## src/rtl/mem_tile_addr_generator.sv

```systemverilog
// Address generator for one matrix: tiled column-chunk order (A operand) or
// linear row order (B/C), streamed over a valid/ready handshake.
//
// state  | meaning
// -------+----------------------------------------------------------
// S_IDLE | waiting for start_i; descriptor latched on start
// S_EMIT | presenting addr_o; advances on each accepted handshake
// S_FIN  | one-cycle done_o pulse after the final handshake
module mem_tile_addr_generator #(
    parameter int ADDR_WIDTH       = 16,
    parameter int DIM_WIDTH        = 16,
    parameter int DATA_WIDTH_BYTES = 1,
    parameter int BUS_WIDTH_BYTES  = 32,
    parameter int TILE_ROWS        = 32
) (
    input  logic                  clk,
    input  logic                  reset_n,
    input  logic                  start_i,
    input  logic                  abort_i,
    input  logic                  mode_i,
    input  logic [DIM_WIDTH-1:0]  m,
    input  logic [DIM_WIDTH-1:0]  n,
    input  logic [ADDR_WIDTH-1:0] base_addr,
    output logic [ADDR_WIDTH-1:0] addr_o,
    output logic                  addr_valid_o,
    input  logic                  addr_ready_i,
    output logic                  addr_last_o,
    output logic                  busy_o,
    output logic                  done_o
);

    localparam int ELEMENTS = BUS_WIDTH_BYTES / DATA_WIDTH_BYTES;
    localparam int LOG_DW   = $clog2(DATA_WIDTH_BYTES);
    localparam int LOG_TILE = $clog2(TILE_ROWS);
    // One spare bit so row/column look-ahead sums never overflow.
    localparam int CW       = DIM_WIDTH + 1;

    localparam logic [CW-1:0]         ELEM_C = CW'(ELEMENTS);
    localparam logic [CW-1:0]         TILE_C = CW'(TILE_ROWS);
    localparam logic [CW-1:0]         ONE_C  = CW'(1);
    localparam logic [ADDR_WIDTH-1:0] STEP_C = ADDR_WIDTH'(BUS_WIDTH_BYTES);

    typedef enum logic [1:0] {
        S_IDLE,
        S_EMIT,
        S_FIN
    } state_t;

    state_t state, state_nxt;

    logic                  mode_q;
    logic [CW-1:0]         m_q, n_q;
    logic [ADDR_WIDTH-1:0] stride_q, tile_stride_q;
    logic [CW-1:0]         row_cnt, blk_row, col_cnt;
    logic [ADDR_WIDTH-1:0] blk_addr, seg_addr;

    logic [CW-1:0]         nxt_row, nxt_blk_row, nxt_col;
    logic [ADDR_WIDTH-1:0] nxt_blk_addr, nxt_seg_addr, nxt_addr;
    logic                  col_more, row_more, nxt_last, last_d;
    logic                  hs, init_last;
    logic [ADDR_WIDTH-1:0] start_stride, start_tile_stride;

    assign hs                = (state == S_EMIT) && addr_ready_i;
    assign init_last         = (m == DIM_WIDTH'(1)) && ({1'b0, n} <= ELEM_C);
    assign start_stride      = ADDR_WIDTH'(n) << LOG_DW;
    assign start_tile_stride = start_stride << LOG_TILE;

    always_ff @(posedge clk or negedge reset_n) begin
        if (!reset_n) begin
            state <= S_IDLE;
        end else begin
            state <= state_nxt;
        end
    end

    always_comb begin
        state_nxt = state;
        case (state)
            S_IDLE: begin
                if (start_i) begin
                    state_nxt = (m == '0 || n == '0) ? S_FIN : S_EMIT;
                end
            end
            S_EMIT: begin
                if (abort_i) begin
                    state_nxt = S_IDLE;
                end else if (hs && addr_last_o) begin
                    state_nxt = S_FIN;
                end
            end
            S_FIN:   state_nxt = S_IDLE;
            default: state_nxt = S_IDLE;
        endcase
    end

    // seg_addr is the address of the current chunk at the block's first row
    // (tiled) or of chunk 0 of the current row (linear).
    always_comb begin
        nxt_row      = row_cnt;
        nxt_blk_row  = blk_row;
        nxt_col      = col_cnt;
        nxt_blk_addr = blk_addr;
        nxt_seg_addr = seg_addr;
        nxt_addr     = addr_o;
        col_more     = (col_cnt + ELEM_C) < n_q;
        row_more     = ((row_cnt + ONE_C) < m_q) && ((row_cnt + ONE_C) < (blk_row + TILE_C));
        if (!mode_q) begin
            if (row_more) begin
                nxt_row  = row_cnt + ONE_C;
                nxt_addr = addr_o + stride_q;
            end else if (col_more) begin
                nxt_col      = col_cnt + ELEM_C;
                nxt_row      = blk_row;
                nxt_seg_addr = seg_addr + STEP_C;
                nxt_addr     = seg_addr + STEP_C;
            end else begin
                nxt_col      = '0;
                nxt_blk_row  = blk_row + TILE_C;
                nxt_row      = blk_row + TILE_C;
                nxt_blk_addr = blk_addr + tile_stride_q;
                nxt_seg_addr = blk_addr + tile_stride_q;
                nxt_addr     = blk_addr + tile_stride_q;
            end
        end else begin
            if (col_more) begin
                nxt_col  = col_cnt + ELEM_C;
                nxt_addr = addr_o + STEP_C;
            end else begin
                nxt_col      = '0;
                nxt_row      = row_cnt + ONE_C;
                nxt_seg_addr = seg_addr + stride_q;
                nxt_addr     = seg_addr + stride_q;
            end
        end
        // The final address in both orders is the last chunk of row m-1.
        nxt_last = ((nxt_row + ONE_C) == m_q) && ((nxt_col + ELEM_C) >= n_q);
    end

    always_comb begin
        last_d = addr_last_o;
        if (state == S_IDLE) begin
            last_d = init_last;
        end else if (hs) begin
            last_d = nxt_last;
        end
    end

    always_ff @(posedge clk or negedge reset_n) begin
        if (!reset_n) begin
            addr_o        <= '0;
            addr_valid_o  <= 1'b0;
            addr_last_o   <= 1'b0;
            busy_o        <= 1'b0;
            done_o        <= 1'b0;
            mode_q        <= 1'b0;
            m_q           <= '0;
            n_q           <= '0;
            stride_q      <= '0;
            tile_stride_q <= '0;
            row_cnt       <= '0;
            blk_row       <= '0;
            col_cnt       <= '0;
            blk_addr      <= '0;
            seg_addr      <= '0;
        end else begin
            addr_valid_o <= (state_nxt == S_EMIT);
            busy_o       <= (state_nxt != S_IDLE);
            done_o       <= (state_nxt == S_FIN);
            addr_last_o  <= last_d && (state_nxt == S_EMIT);
            if (state == S_IDLE && start_i) begin
                mode_q        <= mode_i;
                m_q           <= {1'b0, m};
                n_q           <= {1'b0, n};
                stride_q      <= start_stride;
                tile_stride_q <= start_tile_stride;
                row_cnt       <= '0;
                blk_row       <= '0;
                col_cnt       <= '0;
                blk_addr      <= base_addr;
                seg_addr      <= base_addr;
                addr_o        <= base_addr;
            end else if (hs) begin
                row_cnt  <= nxt_row;
                blk_row  <= nxt_blk_row;
                col_cnt  <= nxt_col;
                blk_addr <= nxt_blk_addr;
                seg_addr <= nxt_seg_addr;
                addr_o   <= nxt_addr;
            end
        end
    end

endmodule

```

## config.mk

```make
export PLATFORM = sky130hd
export DESIGN_NAME = mem_tile_addr_generator
export DESIGN_NICKNAME = d
export VERILOG_FILES = /design/src/rtl/mem_tile_addr_generator.sv
export SDC_FILE = /design/constraint.sdc
export NUM_CORES = 1
export LEC_CHECK = 0
export ABC_AREA = 1
export CAP_MARGIN = 40
export CELL_PAD_IN_SITES_DETAIL_PLACEMENT = 1
export CELL_PAD_IN_SITES_GLOBAL_PLACEMENT = 1
export CORE_MARGIN = 2
export CORE_UTILIZATION = 44
export DETAILED_ROUTE_END_ITERATION = 10
export GPL_TIMING_DRIVEN = 0
export HOLD_SLACK_MARGIN = 0.08
export PLACE_DENSITY_LB_ADDON = 0.1
export SETUP_SLACK_MARGIN = 0.3
export SYNTH_ARGS = -nofsm -noshare
export SYNTH_HDL_FRONTEND = slang
export SYNTH_SLANG_ARGS = --single-unit
```

## constraint.sdc

```tcl
create_clock -name clk -period 6.09 [get_ports clk]
set_clock_uncertainty 0.05 [all_clocks]
set_input_delay 1.218 -clock clk [delete_from_list [all_inputs] [get_ports clk]]
set_output_delay 1.218 -clock clk [all_outputs]
set_load 0.02 [all_outputs]
```

==> results.md <==
- Layout overhead on the synthesized area: 25.12%
- Cells taking the most area after synthesis: sky130_fd_sc_hd__dfrtp_1 (27%), sky130_fd_sc_hd__nand2_1 (15%), sky130_fd_sc_hd__ha_1 (11%), sky130_fd_sc_hd__inv_1 (7.2%), sky130_fd_sc_hd__nand3_1 (5.9%)
- Clock slew seen by the registers of the worst setup and hold paths: 0.07 ns
- Yosys reg bits: 133
- Comb pwr share: 70.3%
- Floorplan die height: 170.4 µm
- Area share of the largest cell type after synthesis: 27.33%
- Slew margin rel.: 35.56%
- Number of enable flip-flop cells after synthesis: 0
- Count of nets left with antenna violations after detail routing: 0
- Total of buffers placed on input and output ports: 73
- Count of synthesis-stage warnings from yosys: 0
- DP Cell Count: 2239
- Post-synthesis cell area: 0.01218 mm²
- Clock network latency to the later pin of the worst-skew pair: 0.46 ns
- Number of cells traversed by the worst hold path: 1
- Leading register cell type out of synthesis: sky130_fd_sc_hd__dfrtp_1
- Worst R2R Path Depth: 41
- Post-route setup TNS: 0 ns
- Number of H-tree levels: 4
- Post-layout min period: 5.615 ns
- Static leakage: 0.007428 µW
- Last weighted congestion value of the routability-driven placer: 0.9312
- Final hold violation count: 0
- Net Switching: 5006 µW
- First-pass GRT wire length: 79.12 mm
- Antenna violations before repair: 1
- Site row count: 60
- WP data required: 6.38 ns
- Class of the most critical hold timing path: reg2reg
- Mean area per synthesized cell: 6.800 µm²
- CTS Root Buffer Type: sky130_fd_sc_hd__clkbuf_16
- Setup repair after global routing missed its margin: yes
- DRC violation count after routing: 0
- Final-stage net count: 2113
- Total congestion overflow after global routing: 0
- Portion of the post-synthesis area used by sequential elements: 27.33%
- Proportion of register bits with asynchronous set or reset after synthesis: 100.0%
- Worst setup path category: reg2reg
- TritonCTS sink count: 133
- Antenna fix cells: 0
- Maxcap violations: 0
- Period utilisation layout: 92.19%
- Total global routing track utilization: 36.22%
- CTS max path bufs: 2
- Leading cell type in the layout, fill and taps excluded: sky130_fd_sc_hd__nand2_1
- Final routed wire length divided by cell count: 22.90 µm
- Count of placed standard cells in the final layout, fillers left out: 2336
- Number of instances in the synthesized netlist: 1791
- PnR Total Power: 9125 µW
- Sum of net half-perimeters after detailed placement: 38.52 mm
- Drt pass-1 iters: 5
- Power Dens Cells: 598.8 mW/mm²
- Post-placement worst setup slack: -0.7997 ns
- Number of buffers created by CTS: 17
- Number of nets produced by synthesis: 1953
- IR Drop Worst-Case VDD: 0.3244 mV
- Final standard cell utilization of the core: 56.23%
- Share of total power in the clock network: 12.1%
- Commonest cells after routing, fill and taps aside: sky130_fd_sc_hd__nand2_1 (468), sky130_fd_sc_hd__inv_1 (219), sky130_fd_sc_hd__nand3_1 (133), sky130_fd_sc_hd__dfrtp_1 (127), sky130_fd_sc_hd__nor2_1 (113)
- Final setup violating endpoints: 0
- Maximum number of pins on one net before global-route repair: 87
- Maximum cell stage delay along the critical path: 0.41 ns
- Area inside the core boundary: 0.02710 mm²
- Fraction of final layout cells with drive strength greater than 1: 14.21%
- Internal power: 4119 µW
- Type of element launching the critical path: flop
- Width of the chip: 170.4 µm
- Transition time of the tightest slew-check pin: 0.9666 ns
- Number of global-route vias before repair: 13.98k
- Final count of pins violating max slew: 0
- Wire length after detailed routing: 53.49 mm
- Library cell with the largest summed area after synthesis: sky130_fd_sc_hd__dfrtp_1
- Effective utilization at floorplan: 44.94%
- Number of library cell types mapped by synthesis: 58
- Footprint of the flip-flops and latches: 0.003336 mm²
- Critical-path top delay cell: sky130_fd_sc_hd__dfrtp_1
- Worst Setup Slack, final: 0.4753 ns
- Area taken by multi-input logic gates: 0.008295 mm²
- Number of fill cells: 3493
- DRT iter0 DRCs: 1194
- Worst Path Max Fanout: 10
- Fraction of power consumed by sequential logic: 17.5%
- Detail-routed via count per cell: 5.840
- Number of placed I/O pins: 74
- Data arrival time of the critical path: 5.91 ns
- Run status: complete, no violations
- Die footprint: 0.02903 mm²
- Cell occurring most often along the worst timing path: sky130_fd_sc_hd__nand2_1
- F_max: 178.1 MHz
- Worst Setup End Kind: flop
- Clock tree from TritonCTS: built
- Total number of vias: 13.64k
- Switching share of total power: 54.86%
-- path summary, 6_finish.rpt --
| kind | from | to | slack, ns |
|---|---|---|---|
| hold reg to reg | blk_addr[7] | blk_addr[7] | 0.45 |
| hold / removal | blk_addr[7] | blk_addr[7] | 0.45 |
| setup reg to reg | col_cnt[5] | addr_last_o | 0.48 |
| max in group asynchronous | reset_n | row_cnt[0] | 4.39 |
| setup / recovery | col_cnt[5] | addr_last_o | 0.48 |
| min in group asynchronous | reset_n | blk_addr[11] | 0.67 |
-- Yosys cell counts (all sizes together) (2+ instances only) --
library cell,n
a211oi,3
a21o,7
a21oi,67
a221oi,4
a31oi,15
a41oi,3
buf,22
clkbuf,36
clkinv,2
dfrtp,133
fa,3
ha,105
inv,240
nand2,499
nand3,148
nand3b,3
nand4,35
nor2,143
nor3,27
nor3b,5
nor4,8
o2111ai,7
o211ai,11
o21a,6
o21ai,128
o21bai,4
o221ai,5
o22ai,23
o31ai,3
or2,3
xnor2,16
xor2,68
-- registers in the layout (all words and copies together) (netlist names), 2 cells and up --
register,count
addr_o,16
blk_addr,16
blk_row,12
col_cnt,17
m_q,16
row_cnt,17
seg_addr,16
state,2
stride_q,16
-- cells by family (layout without fill, tap and decap cells) --
family / count (synthesis) / after routing / synth area share (%)
compound gates: 291 / 291 / 13.99
mux: 1 / 1 / 0.09245
simple gates: 873 / 873 / 31.32
buf+inv: 300 / 473 / 9.760
flops: 133 / 133 / 27.33
fa+ha+maj: 108 / 108 / 11.28
xor+xnor: 85 / 85 / 6.226
-- critical path, delay by kind of cell, from the launching register on --
family | cells | cell delay (ns)
AO/OA/AOI/OAI | 2 | 0.48
XOR/XNOR | 1 | 0.24
adder cells (fa/ha/maj) | 4 | 0.86
buffers and inverters | 8 | 0.69
flip-flops | 1 | 0.41
AND/OR/NAND/NOR | 26 | 2.77
-- power by group through the flow --
stage,Clock (µW),Sequential (µW),Combinational [µW]
finish,1110,1600,6420
global route,1130,1630,6990
CTS,1110,1570,5640
detailed placement,0,1570,5350
global placement,0,1560,5130
floorplan,0,1510,3630
-- area by class of cell --
type / count / area share [%]
sequential: 133 / 21.89
clock buffer: 21 / 3.087
timing repair buffer: 141 / 8.359
clock inverter: 11 / 0.8211
buffer: 58 / 2.258
inverter: 242 / 6.092
tap: 372 / 3.054
multi-input combinational: 1358 / 54.44
-- repair_timing --
| item | CTS | global route |
|---|---|---|
| hold buffers | 0 | 0 |
| buffers inserted | 37 | 28 |
| pin swaps | 15 | 49 |
| endpoints found under the setup margin | 1 | 1 |
| gates resized for setup | 54 | 121 |
| hold endpoints to repair | 0 | 0 |
-- routing by layer --
metal  GRT usage, %  part of all wire (%)
met5          2.435                  0.16
met4          15.09                   3.8
met3          8.209                   8.2
met2          55.20                    44
met1          49.19                    44
-- stage by stage --
| stage | hold slack [ns] | area (µm²) |
|---|---|---|
| floorplan | 0.4028 | 12180 |
| global placement | 0.4229 | 13380 |
| detailed placement | 0.4312 | 13430 |
| CTS | 0.4507 | 14510 |
| global route | 0.4650 | 15240 |
| finish | 0.4476 | 15240 |
Note: power is estimated with default switching activity, not from simulation.
